$ cat src/rtl/rf_pkg.sv
// Shared types for the register-file write arbiter slice.
package rf_pkg;

   localparam int RF_DW = 8;
   localparam int RF_PW = 4;

   typedef logic [RF_PW-1:0] rf_addr_t;
   typedef logic [RF_DW-1:0] rf_data_t;

   typedef struct packed {
      logic     valid;
      rf_addr_t addr;
      rf_data_t data;
   } rf_wreq_t;

endpackage

$ cat src/rtl/rf_wr_arbiter_rr.sv
// rr_arbiter: N-way round-robin arbiter.
// The grant is combinational. The priority pointer moves past the winner on advance.
module rr_arbiter #(
   parameter int N = 3
) (
   input  logic         clk,
   input  logic         reset,
   input  logic [N-1:0] req,
   input  logic         advance,
   output logic [N-1:0] grant
);

   localparam int PTR_W = (N > 1) ? $clog2(N) : 1;

   logic [PTR_W-1:0] ptr;
   logic [PTR_W-1:0] win;
   logic             found;

   // Scan from ptr, wrapping modulo N; the first requester seen wins.
   always_comb begin
      int j;
      j     = 0;
      grant = '0;
      win   = '0;
      found = 1'b0;
      for (int k = 0; k < N; k++) begin
         j = (int'(ptr) + k) % N;
         if (!found && req[j]) begin
            found    = 1'b1;
            win      = PTR_W'(j);
            grant[j] = 1'b1;
         end
      end
   end

   // The winner gets lowest priority next. The pointer holds when nobody was granted.
   always_ff @(posedge clk) begin
      if (reset)
         ptr <= '0;
      else if (advance && found)
         ptr <= (win == PTR_W'(N - 1)) ? '0 : win + 1'b1;
   end

endmodule

$ cat src/rtl/rf_wr_arbiter.sv
// rf_wr_arbiter: shares one register-file write port among NREQ writeback sources.
// It also tracks registers whose writes are still in flight, so decode can stall on them.
// Optional macro RF_WR_FWD_EN adds a same-cycle forwarding path from the write register.
module rf_wr_arbiter
   import rf_pkg::*;
#(
   parameter int NREQ = 3,
   parameter int PW   = RF_PW,
   parameter int DW   = RF_DW
) (
   input  logic                     clk,
   input  logic                     reset,
   input  logic [NREQ-1:0]          req_valid,
   input  logic [NREQ-1:0][PW-1:0]  req_addr,
   input  logic [NREQ-1:0][DW-1:0]  req_data,
   output logic [NREQ-1:0]          req_ready,
   output logic                     wr_en,
   output logic [PW-1:0]            wr_addr,
   output logic [DW-1:0]            dat_in,
   input  logic                     rsv_valid,
   input  logic [PW-1:0]            rsv_addr,
   output logic                     rsv_conflict,
   input  logic [PW-1:0]            qry_addr,
   output logic                     qry_pending,
   input  logic [PW-1:0]            fwd_addr,
   output logic                     fwd_hit,
   output logic [DW-1:0]            fwd_data
);

   typedef struct packed {
      logic          valid;
      logic [PW-1:0] addr;
      logic [DW-1:0] data;
   } wreq_t;

   logic [NREQ-1:0]    grant;
   logic [PW-1:0]      sel_addr;
   logic [DW-1:0]      sel_data;
   wreq_t              wq;
   logic [2**PW-1:0]   busy;

   // While reset is high, requests are masked, so nothing is granted and the pointer cannot move.
   rr_arbiter #(.N(NREQ)) u_rr (
      .clk     (clk),
      .reset   (reset),
      .req     (req_valid & {NREQ{~reset}}),
      .advance (~reset),
      .grant   (grant)
   );

   assign req_ready = grant;

   // Mux the granted requester's address and data. The grant is one-hot, so OR-ing is exact.
   always_comb begin
      sel_addr = '0;
      sel_data = '0;
      for (int i = 0; i < NREQ; i++) begin
         if (grant[i]) begin
            sel_addr = sel_addr | req_addr[i];
            sel_data = sel_data | req_data[i];
         end
      end
   end

   // Write-port register: a grant in this cycle becomes the commit in the next cycle.
   always_ff @(posedge clk) begin
      if (reset) begin
         wq <= '0;
      end else begin
         wq.valid <= |grant;
         if (|grant) begin
            wq.addr <= sel_addr;
            wq.data <= sel_data;
         end
      end
   end

   assign wr_en   = wq.valid;
   assign wr_addr = wq.addr;
   assign dat_in  = wq.data;

   // Scoreboard. A commit clears the register's bit and a reservation sets it.
   // The set is applied last, so a same-register reservation stays outstanding.
   always_ff @(posedge clk) begin
      if (reset) begin
         busy         <= '0;
         rsv_conflict <= 1'b0;
      end else begin
         rsv_conflict <= rsv_valid & busy[rsv_addr] & ~(wq.valid & (wq.addr == rsv_addr));
         if (wq.valid)
            busy[wq.addr] <= 1'b0;
         if (rsv_valid)
            busy[rsv_addr] <= 1'b1;
      end
   end

   assign qry_pending = busy[qry_addr];

`ifdef RF_WR_FWD_EN
   assign fwd_hit  = wq.valid & (wq.addr == fwd_addr);
   assign fwd_data = wq.data;
`else
   logic unused_fwd;
   assign unused_fwd = ^fwd_addr;
   assign fwd_hit    = 1'b0;
   assign fwd_data   = '0;
`endif

endmodule

$ cat config.mk
export PLATFORM = sky130hd
export DESIGN_NAME = rf_wr_arbiter
export DESIGN_NICKNAME = d
export VERILOG_FILES = /design/src/rtl/rf_pkg.sv /design/src/rtl/rf_wr_arbiter_rr.sv /design/src/rtl/rf_wr_arbiter.sv
export SDC_FILE = /design/constraint.sdc
export NUM_CORES = 1
export LEC_CHECK = 0
export ABC_AREA = 1
export CORE_UTILIZATION = 37
export CTS_CLUSTER_DIAMETER = 100
export DETAILED_ROUTE_END_ITERATION = 16
export PLACE_DENSITY = 0.69
export SLEW_MARGIN = 0
export SYNTH_ARGS = -nofsm -noshare
export SYNTH_HDL_FRONTEND = slang
export SYNTH_HIERARCHICAL = 1
export SYNTH_SLANG_ARGS = --single-unit
$ cat constraint.sdc
create_clock -name clk -period 5.25 [get_ports clk]
set_input_delay 0.525 -clock clk [delete_from_list [all_inputs] [get_ports clk]]
set_output_delay 0.525 -clock clk [all_outputs]
set_load 0.03 [all_outputs]
==> results.rst, run 1 <==
.. list-table::
   :header-rows: 1

   * - Metric
     - Value
   * - Outcome
     - finished, final reports clean
   * - DRC violation total after the first TritonRoute iteration
     - between 150 and 200
   * - Net switching power
     - 0.0006344 W
   * - Warnings from Yosys
     - 6
   * - Hold buffers post-CTS
     - 0
   * - Number of distinct standard cells referenced by the synthesized netlist
     - 28
   * - Die Outline Area
     - slightly above 6000 µm²
   * - WS Path Type
     - in -> out
   * - Data required, critical path
     - about 4700 ps
   * - Mean cell area of the mapped netlist
     - 6.199 µm²
   * - Total routed wirelength
     - 5854 µm
   * - Drt via density
     - about 5.0
   * - Fin cells
     - 490
   * - Finish-stage setup viols
     - 0
   * - Critical Path Start Type
     - input pin
   * - Post-synth ARST share
     - 0
   * - Maximum number of buffers from clock root to sink
     - 2
   * - Count of H-tree levels built during CTS
     - 2
   * - Measured slew at the worst slew-check pin
     - about 570 ps
   * - Number of buffers added for setup after CTS
     - 0
   * - Share of power burned in registers
     - 0.254
   * - Maximum VDD drop
     - about 0.41 mV
   * - GR Overflow Total
     - 0
   * - Area growth, synth to finish
     - 34.82%
   * - Tightest hold margin
     - roughly 500 ps
   * - Clock tree from TritonCTS
     - built
   * - Via count of the first global-routing pass
     - roughly 2300
   * - Number of buffers inserted during clock tree synthesis
     - 5
   * - Half-perimeter wire length of the detailed placement result
     - 4588 µm
   * - Synthesized netlist cell count
     - roughly 350
   * - Area taken by flip-flops and latches
     - ~640 µm²
   * - CP Max Fanout
     - 14
   * - Largest net degree at the start of global routing
     - 27
   * - Setup TNS
     - 0 ps
   * - Power share of the combinational group
     - 0.612
   * - Number of hold violations in the final report
     - 0
   * - Multi-input logic area
     - 1313 µm²
   * - Std cell rows
     - 27
   * - Number of nets in the layout
     - about 480
   * - Floorplan die height
     - just under 80 µm
   * - ANT cells
     - 0
   * - Total internal power
     - approximately 0.00067 W
   * - Final std cell area, no fill
     - between 2000 and 3000 µm²
   * - Number of flops mapped to enable cells by yosys
     - 0
   * - Setup crit start
     - reset
   * - Proportion of power drawn by the clock network
     - 0.135
   * - Category of the worst setup path capture point
     - primary output
   * - FMAX
     - 261.5 MHz
   * - Initial antenna violation count
     - 0
   * - Drt wl/cell
     - about 12 µm
   * - Fraction of final layout cells sized beyond drive strength 1
     - 0.06938
   * - Antenna Violating Nets Remaining
     - 0
   * - Critical R2R Launch
     - u_rr/ptr[0]$_SDFFE_PP0P_
   * - Leak Pwr
     - between 1 and 1.5 nW
   * - Total of fill cells in the finished design
     - roughly 600
   * - Total placed cells including tap cells
     - a little under 500
   * - Quantity of I/O buffers inserted on ports
     - 67
   * - Global-route wire length before repair
     - just over 10000 µm
   * - Synth Flop Type
     - sky130_fd_sc_hd__dfxtp_1
   * - Data arrival time of the critical path
     - approximately 3300 ps
   * - Sw frac
     - 0.4874
   * - Final critical-path required period
     - approximately 3800 ps
   * - Die Wd
     - around 80 µm
   * - Unrepaired setup endpoints after global routing
     - no
   * - Area of the core
     - ~5600 µm²
   * - Number of flip-flops and latches in the synthesized netlist
     - 32
   * - Setup skew after layout
     - 4.831 ps
   * - Cell depth of the worst min-delay path
     - 2
   * - First-pass DRT Iterations
     - 4
   * - Critical path capture point
     - req_ready[1]
   * - MaxCap Viol Count
     - 0
   * - Worst R2R Setup Slack
     - 2550 ps
   * - Netlist area before placement
     - around 2200 µm²
   * - Final Cycle Share
     - 0.7284
   * - Placed cell areas
     - 2873 µm²
   * - Clk sink count
     - 32
   * - I/O pin count
     - 81
   * - Gr usage total
     - 0.2057
   * - PD cells
     - 441.2 nW/µm²
   * - Clock-pin slew reported for the worst setup and hold paths after clock tree synthesis
     - approximately 70 ps
   * - Class of the worst hold path
     - reg -> reg
   * - Leading cell types in the layout, fill and taps excluded
     - 134 x sky130_fd_sc_hd__nand2_1, 67 x sky130_fd_sc_hd__clkdlybuf4s50_1, 32 x sky130_fd_sc_hd__dfxtp_1, 29 x sky130_fd_sc_hd__inv_1, 26 x sky130_fd_sc_hd__nand3_1
   * - Total count of max-transition violations in the final report
     - 0
   * - Final weighted congestion of routability-driven global placement
     - roughly 0.88
   * - Cell at the root of the clock tree
     - sky130_fd_sc_hd__clkbuf_8
   * - DRC Markers
     - 0
   * - Later-pin clock latency in the skew report
     - approximately 280 ps
   * - RR Endpoint
     - dat_in[6]$_SDFFE_PP0P_
   * - Most common library cell in the layout ignoring fill and taps
     - sky130_fd_sc_hd__nand2_1
   * - Count of instances resized after the clock tree is built
     - 0
   * - Starting density of the core
     - 0.3902
   * - Worst r2r path cells
     - 13
   * - Portion of the post-synthesis area used by sequential elements
     - 0.2927
   * - Slew Limit Headroom
     - 0.6167
   * - Total number of vias
     - around 2500
## through the flow
stage,setup WS (ps),total power (W),util
after global placement,1470,0.001127,0.5123
after CTS,1429,0.001314,0.5261
after global routing,1167,0.001411,0.5261
final,1426,0.001302,0.5261
after floorplan,2328,0.0008957,-
after detailed placement,1442,0.001136,0.5123
## metal layers
metal / up-vias / global-route usage / part of all wire
li1: 1263 / - / -
met1: 1078 / 0.2453 / 0.44
met2: 104 / 0.3365 / 0.44
met3: 12 / 0.07816 / 0.098
met4: 0 / 0.07273 / 0.021
met5: - / 0 / 0
## sequential cells by signal, indices dropped and copies added (netlist names)
signal        flops
busy             16
dat_in            8
rsv_conflict      1
u_rr/ptr          2
wr_addr           4
wr_en             1
## synthesized netlist by cell type (2+ instances only)
cell type / n / area (µm²)
sky130_fd_sc_hd__nand3_1: 26 / 130.1
sky130_fd_sc_hd__buf_2: 4 / 20.02
sky130_fd_sc_hd__nand3_2: 3 / 30.03
sky130_fd_sc_hd__ha_1: 4 / 50.05
sky130_fd_sc_hd__dfxtp_1: 32 / 640.6
sky130_fd_sc_hd__inv_2: 6 / 22.52
sky130_fd_sc_hd__o211ai_1: 6 / 45.04
sky130_fd_sc_hd__o21ai_0: 19 / 95.09
sky130_fd_sc_hd__o21ai_1: 3 / 15.01
sky130_fd_sc_hd__clkbuf_1: 4 / 15.01
sky130_fd_sc_hd__buf_4: 11 / 82.58
sky130_fd_sc_hd__nand2_1: 134 / 503.0
sky130_fd_sc_hd__a21oi_1: 21 / 105.1
sky130_fd_sc_hd__nand2_2: 6 / 37.54
sky130_fd_sc_hd__nor2_1: 20 / 75.07
sky130_fd_sc_hd__a41oi_1: 12 / 105.1
sky130_fd_sc_hd__inv_1: 29 / 108.9
sky130_fd_sc_hd__o31ai_1: 2 / 15.01
sky130_fd_sc_hd__nor3_2: 2 / 20.02
## power by group through the flow
stage | sequential, W | clock [W] | combinational [W]
2_1_floorplan | 0.000384 | 0 | 0.000512
3_3_place_gp | 0.000335 | 0 | 0.000792
3_5_place_dp | 0.000336 | 0 | 0.000800
4_1_cts | 0.000331 | 0.000180 | 0.000804
5_1_grt | 0.000338 | 0.000189 | 0.000884
6_report | 0.000330 | 0.000176 | 0.000796
## final cells by class
type	count	share of cell area
multi-input cells	273	0.4449
clock buffers	6	0.02460
well taps	72	0.03053
inverters	36	0.04623
repair buffers	70	0.2349
flip-flops and latches	32	0.2171
clock inverters	1	0.001696
## worst max-delay path, stage by stage
cell	delay [ps]
sky130_fd_sc_hd__clkdlybuf4s50_1	620
sky130_fd_sc_hd__nor2_1	350
sky130_fd_sc_hd__inv_2	60
sky130_fd_sc_hd__o21ai_1	140
sky130_fd_sc_hd__nand2_2	130
sky130_fd_sc_hd__inv_2	90
sky130_fd_sc_hd__nand2_1	50
sky130_fd_sc_hd__nand2_1	90
sky130_fd_sc_hd__inv_1	50
sky130_fd_sc_hd__nand2_1	410
sky130_fd_sc_hd__clkdlybuf4s50_1	780
## worst min path at each step
stage / startpoint / end / slack [ps]
2_1_floorplan: busy[8]$_SDFF_PP0_ / busy[8]$_SDFF_PP0_ / 450
3_3_place_gp: busy[13]$_SDFF_PP0_ / busy[13]$_SDFF_PP0_ / 480
3_5_place_dp: busy[8]$_SDFF_PP0_ / busy[8]$_SDFF_PP0_ / 490
4_1_cts: busy[8]$_SDFF_PP0_ / busy[8]$_SDFF_PP0_ / 490
5_1_grt: busy[8]$_SDFF_PP0_ / busy[8]$_SDFF_PP0_ / 530
6_report: busy[8]$_SDFF_PP0_ / busy[8]$_SDFF_PP0_ / 500
## logic make-up after synthesis
logic type      count (synthesis)  synth area share
xor+xnor                        1          0.004003
fa+ha+maj                       4           0.02287
other cells                     1          0.001714
compound gates                 64            0.1778
flops                          32            0.2927
simple gates                  195            0.3796
buf+inv                        56            0.1212
Power figures use the tool's default switching activity.
==> run 2: changes to the inputs <==
- clock period: 5.25 -> 3.7 ns (I/O delays scaled with it)
==> run 2 against run 1 <==
Effect of this change:
- utilization rose by 1.0 points
- critical path depth rose by 2
- total power rose by 53%
- global-route usage fell by 0.30 points
- critical endpoint unchanged
- largest power group unchanged
==> results.rst, run 2 (synthesis gave the netlist of run 1 again) <==
.. list-table::
   :header-rows: 1

   * - Metric
     - Value
   * - ANT cells
     - 0 (unchanged)
   * - Tightest hold margin
     - 490.8 ps (was 497.5 ps)
   * - Final Cycle Share
     - 0.7365
   * - PD cells
     - 660.8 nW/µm² (was 441.2 nW/µm²)
   * - Critical-path cell list
     - clkdlybuf4s50_1 -> buf_4 -> nor2_1 -> inv_2 -> o21ai_1 -> nand2_2 -> inv_2 -> nand2_1 -> nand2_1 -> inv_1 -> nand2_1 -> buf_4 -> buf_4 (was clkdlybuf4s50_1 -> nor2_1 -> inv_2 -> o21ai_1 -> nand2_2 -> inv_2 -> nand2_1 -> nand2_1 -> inv_1 -> nand2_1 -> clkdlybuf4s50_1)
   * - Count of instances resized after the clock tree is built
     - 0 (unchanged)
   * - Clock tree from TritonCTS
     - built (unchanged)
   * - Fin cells
     - 493 (was 490)
   * - Via count of the first global-routing pass
     - 2252 (was 2326)
   * - Outcome
     - finished, final reports clean (unchanged)
   * - Std cell rows
     - 27 (unchanged)
   * - CP Max Fanout
     - 18 (was 14)
   * - Final std cell area, no fill
     - 3007 µm² (was 2950 µm²)
   * - Maximum VDD drop
     - 0.4962 mV (was 0.4093 mV)
   * - Drt via density
     - 4.974 (was 5.014)
   * - Total number of cells along the worst setup path
     - 13 (was 11)
   * - I/O pin count
     - 81 (unchanged)
   * - DRC Markers
     - 0 (unchanged)
   * - Final weighted congestion of routability-driven global placement
     - 0.8584 (was 0.8775)
   * - RR Endpoint
     - dat_in[6]$_SDFFE_PP0P_ (unchanged)
   * - Critical Path Start Type
     - input pin (unchanged)
   * - Measured slew at the worst slew-check pin
     - 573.2 ps (about the same)
   * - Gr usage total
     - 0.2027 (was 0.2057)
   * - Final worst-path setup slack
     - 975.0 ps (was 1426 ps)
   * - Number of buffers added for setup after CTS
     - 0 (unchanged)
   * - Clk sink count
     - 32 (unchanged)
   * - Area growth, synth to finish
     - 37.39% (was 34.82%)
   * - Total routed wirelength
     - 5999 µm (was 5854 µm)
   * - Critical path capture point
     - req_ready[1] (unchanged)
   * - WS Path Type
     - in -> out (unchanged)
   * - Largest net degree at the start of global routing
     - 19 (was 27)
   * - Number of hold violations in the final report
     - 0 (unchanged)
   * - Total placed cells including tap cells
     - 485 (was 483)
   * - Slew Limit Headroom
     - 0.6167 (about the same)
   * - Initial antenna violation count
     - 0 (unchanged)
   * - Total number of vias
     - 2452 (was 2457)
   * - Data required, critical path
     - 3330 ps (was 4720 ps)
   * - Count of H-tree levels built during CTS
     - 2 (unchanged)
   * - Drt wl/cell
     - 12.17 µm (was 11.95 µm)
   * - Hold buffers post-CTS
     - 0 (unchanged)
   * - Antenna Violating Nets Remaining
     - 0 (unchanged)
   * - FMAX
     - between 300 and 400 MHz
   * - DRC violation total after the first TritonRoute iteration
     - 135 (was 151)
   * - Starting density of the core
     - 0.3902 (unchanged)
   * - Maximum number of buffers from clock root to sink
     - 2 (unchanged)
   * - Floorplan die height
     - 78.91 µm (unchanged)
   * - Leading cell types in the layout, fill and taps excluded
     - 134 x sky130_fd_sc_hd__nand2_1, 64 x sky130_fd_sc_hd__clkdlybuf4s50_1, 32 x sky130_fd_sc_hd__dfxtp_1, 29 x sky130_fd_sc_hd__inv_1, 26 x sky130_fd_sc_hd__nand3_1 (was 134 x sky130_fd_sc_hd__nand2_1, 67 x sky130_fd_sc_hd__clkdlybuf4s50_1, 32 x sky130_fd_sc_hd__dfxtp_1, 29 x sky130_fd_sc_hd__inv_1, 26 x sky130_fd_sc_hd__nand3_1)
   * - GR Overflow Total
     - 0 (unchanged)
   * - Class of the worst hold path
     - reg -> reg (unchanged)
   * - Clock-pin slew reported for the worst setup and hold paths after clock tree synthesis
     - 70 ps (about the same)
   * - Post-placement worst setup slack
     - 672.1 ps (was 1442 ps)
   * - Leak Pwr
     - 1.221 nW (was 1.183 nW)
   * - Worst R2R Setup Slack
     - 1100 ps (was 2550 ps)
   * - Most common library cell in the layout ignoring fill and taps
     - sky130_fd_sc_hd__nand2_1 (unchanged)
   * - Die Outline Area
     - 6226 µm² (unchanged)
   * - Die Wd
     - 78.91 µm (unchanged)
   * - Buffers and inverters on the worst path
     - 7 (was 5)
   * - Fraction of final layout cells sized beyond drive strength 1
     - 0.08551 (was 0.06938)
   * - Worst r2r path cells
     - 14 (was 13)
   * - Setup TNS
     - 0 ps (unchanged)
   * - Setup skew after layout
     - 5.003 ps (was 4.831 ps)
   * - Placed cell areas
     - 2880 µm² (was 2873 µm²)
   * - Global-route wire length before repair
     - 10050 µm (was 10240 µm)
   * - Cell family with the largest share of critical-path delay
     - buffers and inverters (unchanged)
   * - MaxCap Viol Count
     - 0 (unchanged)
   * - Setup crit start
     - reset (unchanged)
   * - Quantity of I/O buffers inserted on ports
     - 67 (unchanged)
   * - Final critical-path required period
     - 2725 ps
   * - Critical R2R Launch
     - u_rr/ptr[0]$_SDFFE_PP0P_ (unchanged)
   * - Number of nets in the layout
     - 478 (was 476)
   * - Cell at the root of the clock tree
     - sky130_fd_sc_hd__clkbuf_8 (unchanged)
   * - Slowest cell on crit path
     - sky130_fd_sc_hd__clkdlybuf4s50_1 (unchanged)
   * - Largest reg by FF count
     - busy (unchanged)
   * - Category of the worst setup path capture point
     - primary output (unchanged)
   * - Later-pin clock latency in the skew report
     - 280 ps (about the same)
   * - Finish-stage setup viols
     - 0 (unchanged)
   * - Largest register FFs
     - 16 (unchanged)
   * - Number of buffers inserted during clock tree synthesis
     - 5 (unchanged)
   * - Unrepaired setup endpoints after global routing
     - no (unchanged)
   * - Total count of max-transition violations in the final report
     - 0 (unchanged)
   * - Half-perimeter wire length of the detailed placement result
     - 4540 µm (was 4588 µm)
   * - Area of the core
     - 5608 µm² (unchanged)
   * - Data arrival time of the critical path
     - 2350 ps (was 3300 ps)
   * - Slowest cell delay on critical path
     - 410 ps (was 780 ps)
   * - First-pass DRT Iterations
     - 4 (unchanged)
## run 2: cell count changes in the layout (fill, tap and decap cells not counted)
cell                              previous run  this run
sky130_fd_sc_hd__clkdlybuf4s50_1            67        64
sky130_fd_sc_hd__clkbuf_8                    5         7
sky130_fd_sc_hd__clkinv_2                    2         1
sky130_fd_sc_hd__buf_4                       3         8
sky130_fd_sc_hd__clkbuf_1                    1         0
sky130_fd_sc_hd__bufinv_16                   0         1
## run 2: how the worst min path moves through the flow
stage / endpoint / from / cells after the start
2_1_floorplan: u_rr/ptr[0]$_SDFFE_PP0P_ / reset / 1
5_1_grt: busy[8]$_SDFF_PP0_ / busy[8]$_SDFF_PP0_ / 2
3_3_place_gp: busy[13]$_SDFF_PP0_ / busy[13]$_SDFF_PP0_ / 2
4_1_cts: busy[8]$_SDFF_PP0_ / busy[8]$_SDFF_PP0_ / 2
6_report: busy[8]$_SDFF_PP0_ / busy[8]$_SDFF_PP0_ / 2
3_5_place_dp: busy[8]$_SDFF_PP0_ / busy[8]$_SDFF_PP0_ / 2
## run 2: layout make-up
cell class                      instances  area [µm²]
Clock inverter                          1       30.03
Fill cell                             575        2601
Inverter                               36       136.4
Multi-Input combinational cell        273        1313
Tap cell                               72       90.09
Clock buffer                            7       96.34
Sequential cell                        32       640.6
Timing Repair Buffer                   72       700.7
## run 2: tightest hold or removal path, stage by stage (launching register included)
cell	delay, ps
sky130_fd_sc_hd__dfxtp_1	320
sky130_fd_sc_hd__o21ai_0	70
sky130_fd_sc_hd__a21oi_1	60
## run 2: stage by stage
stage                       util  total power, W
after floorplan                -        0.001271
after global placement    0.5136        0.001613
after detailed placement  0.5136        0.001624
after CTS                 0.5361        0.001997
after global routing      0.5361        0.002134
final                     0.5361        0.001987
## run 2: layer usage
metal / routed length [µm] / part of all wire / global-route usage
met4: 49 / 0.0082 / 0.04727
met2: 2672 / 0.45 / 0.3530
met3: 518 / 0.086 / 0.07356
met5: 0 / 0 / 0
met1: 2758 / 0.46 / 0.2360
## run 2: report_power, final
part | internal [W] | leakage (nW) | switching (W)
Sequential | 0.000407 | 0.261 | 0.0000604
Combinational | 0.000415 | 0.895 | 0.000730
Clock | 0.000238 | 0.0645 | 0.000137
Total | 0.00106 | 1.22 | 0.000927
==> run 3: changes to the inputs <==
- clock period: 3.7 -> 2.8 ns (I/O delays scaled with it)
==> run 3 against run 2 <==
Effect of this change:
- hold slack improved by 3.7 ps
- first-iteration DRC count increased by 7.4%
- total power increased by 31%
- combinational power increased by 41%
- via count increased by 0.41%
- largest cell class unchanged
- largest power group unchanged
- highest routed layer unchanged
==> results.rst, run 3 (synthesis gave the netlist of run 1 again) <==
.. list-table::
   :header-rows: 1

   * - Metric
     - Value
   * - Count of H-tree levels built during CTS
     - 2 (unchanged)
   * - Std cell rows
     - 27 (unchanged)
   * - Finish-stage setup viols
     - 0 (unchanged)
   * - Area of the core
     - 5608 µm² (unchanged)
   * - Area growth, synth to finish
     - 37.34% (was 37.39%)
   * - Clock-pin slew reported for the worst setup and hold paths after clock tree synthesis
     - 60 ps (was 70 ps)
   * - Worst R2R Setup Slack
     - 470 ps (was 1100 ps)
   * - Final weighted congestion of routability-driven global placement
     - 0.8764 (was 0.8584)
   * - First-pass DRT Iterations
     - 4 (unchanged)
   * - Cell family with the largest share of critical-path delay
     - buffers and inverters (unchanged)
   * - Slowest cell delay on critical path
     - 400 ps (was 410 ps)
   * - Setup TNS
     - 0 ps (unchanged)
   * - Critical hold path startpoint
     - busy[6]$_SDFF_PP0_ (was busy[8]$_SDFF_PP0_)
   * - Final critical-path required period
     - about 2600 ps
   * - Number of hold violations in the final report
     - 0 (unchanged)
   * - PD cells
     - 868.4 nW/µm² (was 660.8 nW/µm²)
   * - Largest register FFs
     - 16 (unchanged)
   * - I/O pin count
     - 81 (unchanged)
   * - Critical Path Start Type
     - flop (was input pin)
   * - CP Max Fanout
     - 13 (was 18)
   * - Clk sink count
     - 32 (unchanged)
   * - Number of nets in the layout
     - 481 (was 478)
   * - Leak Pwr
     - 1.223 nW (was 1.221 nW)
   * - Drt wl/cell
     - 12.18 µm (was 12.17 µm)
   * - Largest reg by FF count
     - busy (unchanged)
   * - Die Wd
     - 78.91 µm (unchanged)
   * - Category of the worst setup path capture point
     - primary output (unchanged)
   * - Cell at the root of the clock tree
     - sky130_fd_sc_hd__clkbuf_8 (unchanged)
   * - Critical R2R Launch
     - u_rr/ptr[0]$_SDFFE_PP0P_ (unchanged)
   * - Critical-path cell list
     - inv_1 -> ha_1 -> inv_2 -> nand2_2 -> nand3_2 -> nand2_2 -> nand3_2 -> clkinv_2 -> nand2_1 -> nand2_1 -> buf_4 -> buf_4 (was clkdlybuf4s50_1 -> buf_4 -> nor2_1 -> inv_2 -> o21ai_1 -> nand2_2 -> inv_2 -> nand2_1 -> nand2_1 -> inv_1 -> nand2_1 -> buf_4 -> buf_4)
   * - Utilization after layout
     - 0.5359 (was 0.5361)
   * - Maximum VDD drop
     - 0.9922 mV (was 0.4962 mV)
   * - Drt via density
     - 4.974 (about the same)
   * - Data required, critical path
     - 2520 ps (was 3330 ps)
   * - Unrepaired setup endpoints after global routing
     - no (unchanged)
   * - Measured slew at the worst slew-check pin
     - 559.7 ps (was 573.2 ps)
   * - Fin cells
     - 495 (was 493)
   * - FMAX
     - between 300 and 400 MHz
   * - Clock tree from TritonCTS
     - built (unchanged)
   * - Total placed cells including tap cells
     - 487 (was 485)
   * - WS Path Type
     - reg -> out (was in -> out)
   * - Quantity of I/O buffers inserted on ports
     - 67 (unchanged)
   * - Data arrival time of the critical path
     - 2290 ps (was 2350 ps)
   * - Slew Limit Headroom
     - 0.6257 (was 0.6167)
   * - Class of the worst hold path
     - reg -> reg (unchanged)
   * - Setup skew after layout
     - 4.961 ps (was 5.003 ps)
   * - Total of fill cells in the finished design
     - 588 (was 575)
   * - Largest net degree at the start of global routing
     - 19 (unchanged)
   * - Leading cell types in the layout, fill and taps excluded
     - 134 x sky130_fd_sc_hd__nand2_1, 64 x sky130_fd_sc_hd__clkdlybuf4s50_1, 32 x sky130_fd_sc_hd__dfxtp_1, 29 x sky130_fd_sc_hd__inv_1, 26 x sky130_fd_sc_hd__nand3_1 (unchanged)
   * - GR Overflow Total
     - 0 (unchanged)
   * - Total routed wirelength
     - 6028 µm (was 5999 µm)
   * - Total number of vias
     - 2462 (was 2452)
   * - Fraction of final layout cells sized beyond drive strength 1
     - 0.09220 (was 0.08551)
   * - Maximum number of buffers from clock root to sink
     - 2 (unchanged)
   * - Most common library cell in the layout ignoring fill and taps
     - sky130_fd_sc_hd__nand2_1 (unchanged)
   * - Slowest cell on crit path
     - sky130_fd_sc_hd__ha_1 (was sky130_fd_sc_hd__clkdlybuf4s50_1)
   * - Die Outline Area
     - 6226 µm² (unchanged)
   * - MaxCap Viol Count
     - 0 (unchanged)
   * - Later-pin clock latency in the skew report
     - 290 ps (was 280 ps)
   * - Buffers and inverters on the worst path
     - 5 (was 7)
   * - Final Cycle Share
     - 0.9167
   * - Setup crit start
     - u_rr/ptr[0]$_SDFFE_PP0P_ (was reset)
   * - ANT cells
     - 0 (unchanged)
   * - Via count of the first global-routing pass
     - 2329 (was 2252)
   * - DRC Markers
     - 0 (unchanged)
   * - Gr usage total
     - 0.2042 (was 0.2027)
   * - DRC violation total after the first TritonRoute iteration
     - 145 (was 135)
   * - Half-perimeter wire length of the detailed placement result
     - 4628 µm (was 4540 µm)
   * - Initial antenna violation count
     - 0 (unchanged)
   * - Antenna Violating Nets Remaining
     - 0 (unchanged)
   * - Starting density of the core
     - 0.3902 (unchanged)
   * - Global-route wire length before repair
     - 10170 µm (was 10050 µm)
   * - Number of buffers inserted during clock tree synthesis
     - 5 (unchanged)
   * - Floorplan die height
     - 78.91 µm (unchanged)
   * - Total count of max-transition violations in the final report
     - 0 (unchanged)
   * - Outcome
     - finished, final reports clean (unchanged)
## run 3: cell types whose count changed in the layout (fill, tap and decap cells not counted)
cell                        before  now
sky130_fd_sc_hd__o221ai_1        1    0
sky130_fd_sc_hd__o221ai_2        0    1
sky130_fd_sc_hd__bufinv_16       1    0
sky130_fd_sc_hd__buf_4           8   11
## run 3: repair_timing
action	CTS	global route
hold buffers	0	0
setup buffers	0	1
gates resized for setup	0	1
hold endpoints to repair	0	0
setup endpoints to repair	0	2
## run 3: final timing paths
kind / end / cells past startpoint
worst max-delay path: req_ready[1] / 12
worst min-delay path: busy[6]$_SDFF_PP0_ / 2
worst max register to register: dat_in[3]$_SDFFE_PP0P_ / 14
worst min register to register: busy[6]$_SDFF_PP0_ / 2
## run 3: routing by layer
layer | vias up | global-route usage | wire length [µm]
li1 | 1277 | - | -
met1 | 1075 | 0.2444 | 2739
met2 | 100 | 0.3313 | 2656
met3 | 10 | 0.07126 | 538
met4 | 0 | 0.08545 | 94
met5 | - | 0 | 0
## run 3: power by group
part	internal (W)	switching (W)
logic	0.000622	0.000987
clock network	0.000219	0.000166
registers	0.000538	0.0000784
total	0.00138	0.00123
## run 3: worst reg2reg max path, cell delays in order, from the launching register on
cell and delay, ps:
sky130_fd_sc_hd__dfxtp_1 380, sky130_fd_sc_hd__inv_1 80, sky130_fd_sc_hd__ha_1 400, sky130_fd_sc_hd__inv_2 120
sky130_fd_sc_hd__nand2_2 80, sky130_fd_sc_hd__nand3_2 70, sky130_fd_sc_hd__nand2_2 90, sky130_fd_sc_hd__nand3_2 140
sky130_fd_sc_hd__clkinv_2 90, sky130_fd_sc_hd__nand2_1 50, sky130_fd_sc_hd__o211ai_1 160, sky130_fd_sc_hd__buf_4 190
sky130_fd_sc_hd__buf_4 170, sky130_fd_sc_hd__nand2_1 70, sky130_fd_sc_hd__a41oi_1 180
## run 3: area by class of cell
type | instances | area (µm²) | area share
clock buffer | 7 | 96.34 | 0.03206
inverter | 36 | 136.4 | 0.04538
multi-input combinational | 273 | 1319 | 0.4388
sequential | 32 | 640.6 | 0.2132
tap | 72 | 90.09 | 0.02998
timing repair buffer | 75 | 723.2 | 0.2406
## run 3: metrics by stage
| step | hold slack (ps) | power, W | setup slack, ps | area (µm²) |
|---|---|---|---|---|
| 2_1_floorplan | 349.1 | 0.001679 | 123.4 | 2218 |
| 3_3_place_gp | 474.4 | 0.002191 | 165.1 | 2895 |
| 3_5_place_dp | 489.9 | 0.002208 | 122.6 | 2895 |
| 4_1_cts | 498.7 | 0.002598 | 52.64 | 2992 |
| 5_1_grt | 524.9 | 0.002825 | 21.24 | 3005 |
| 6_report | 494.5 | 0.002610 | 233.2 | 3005 |
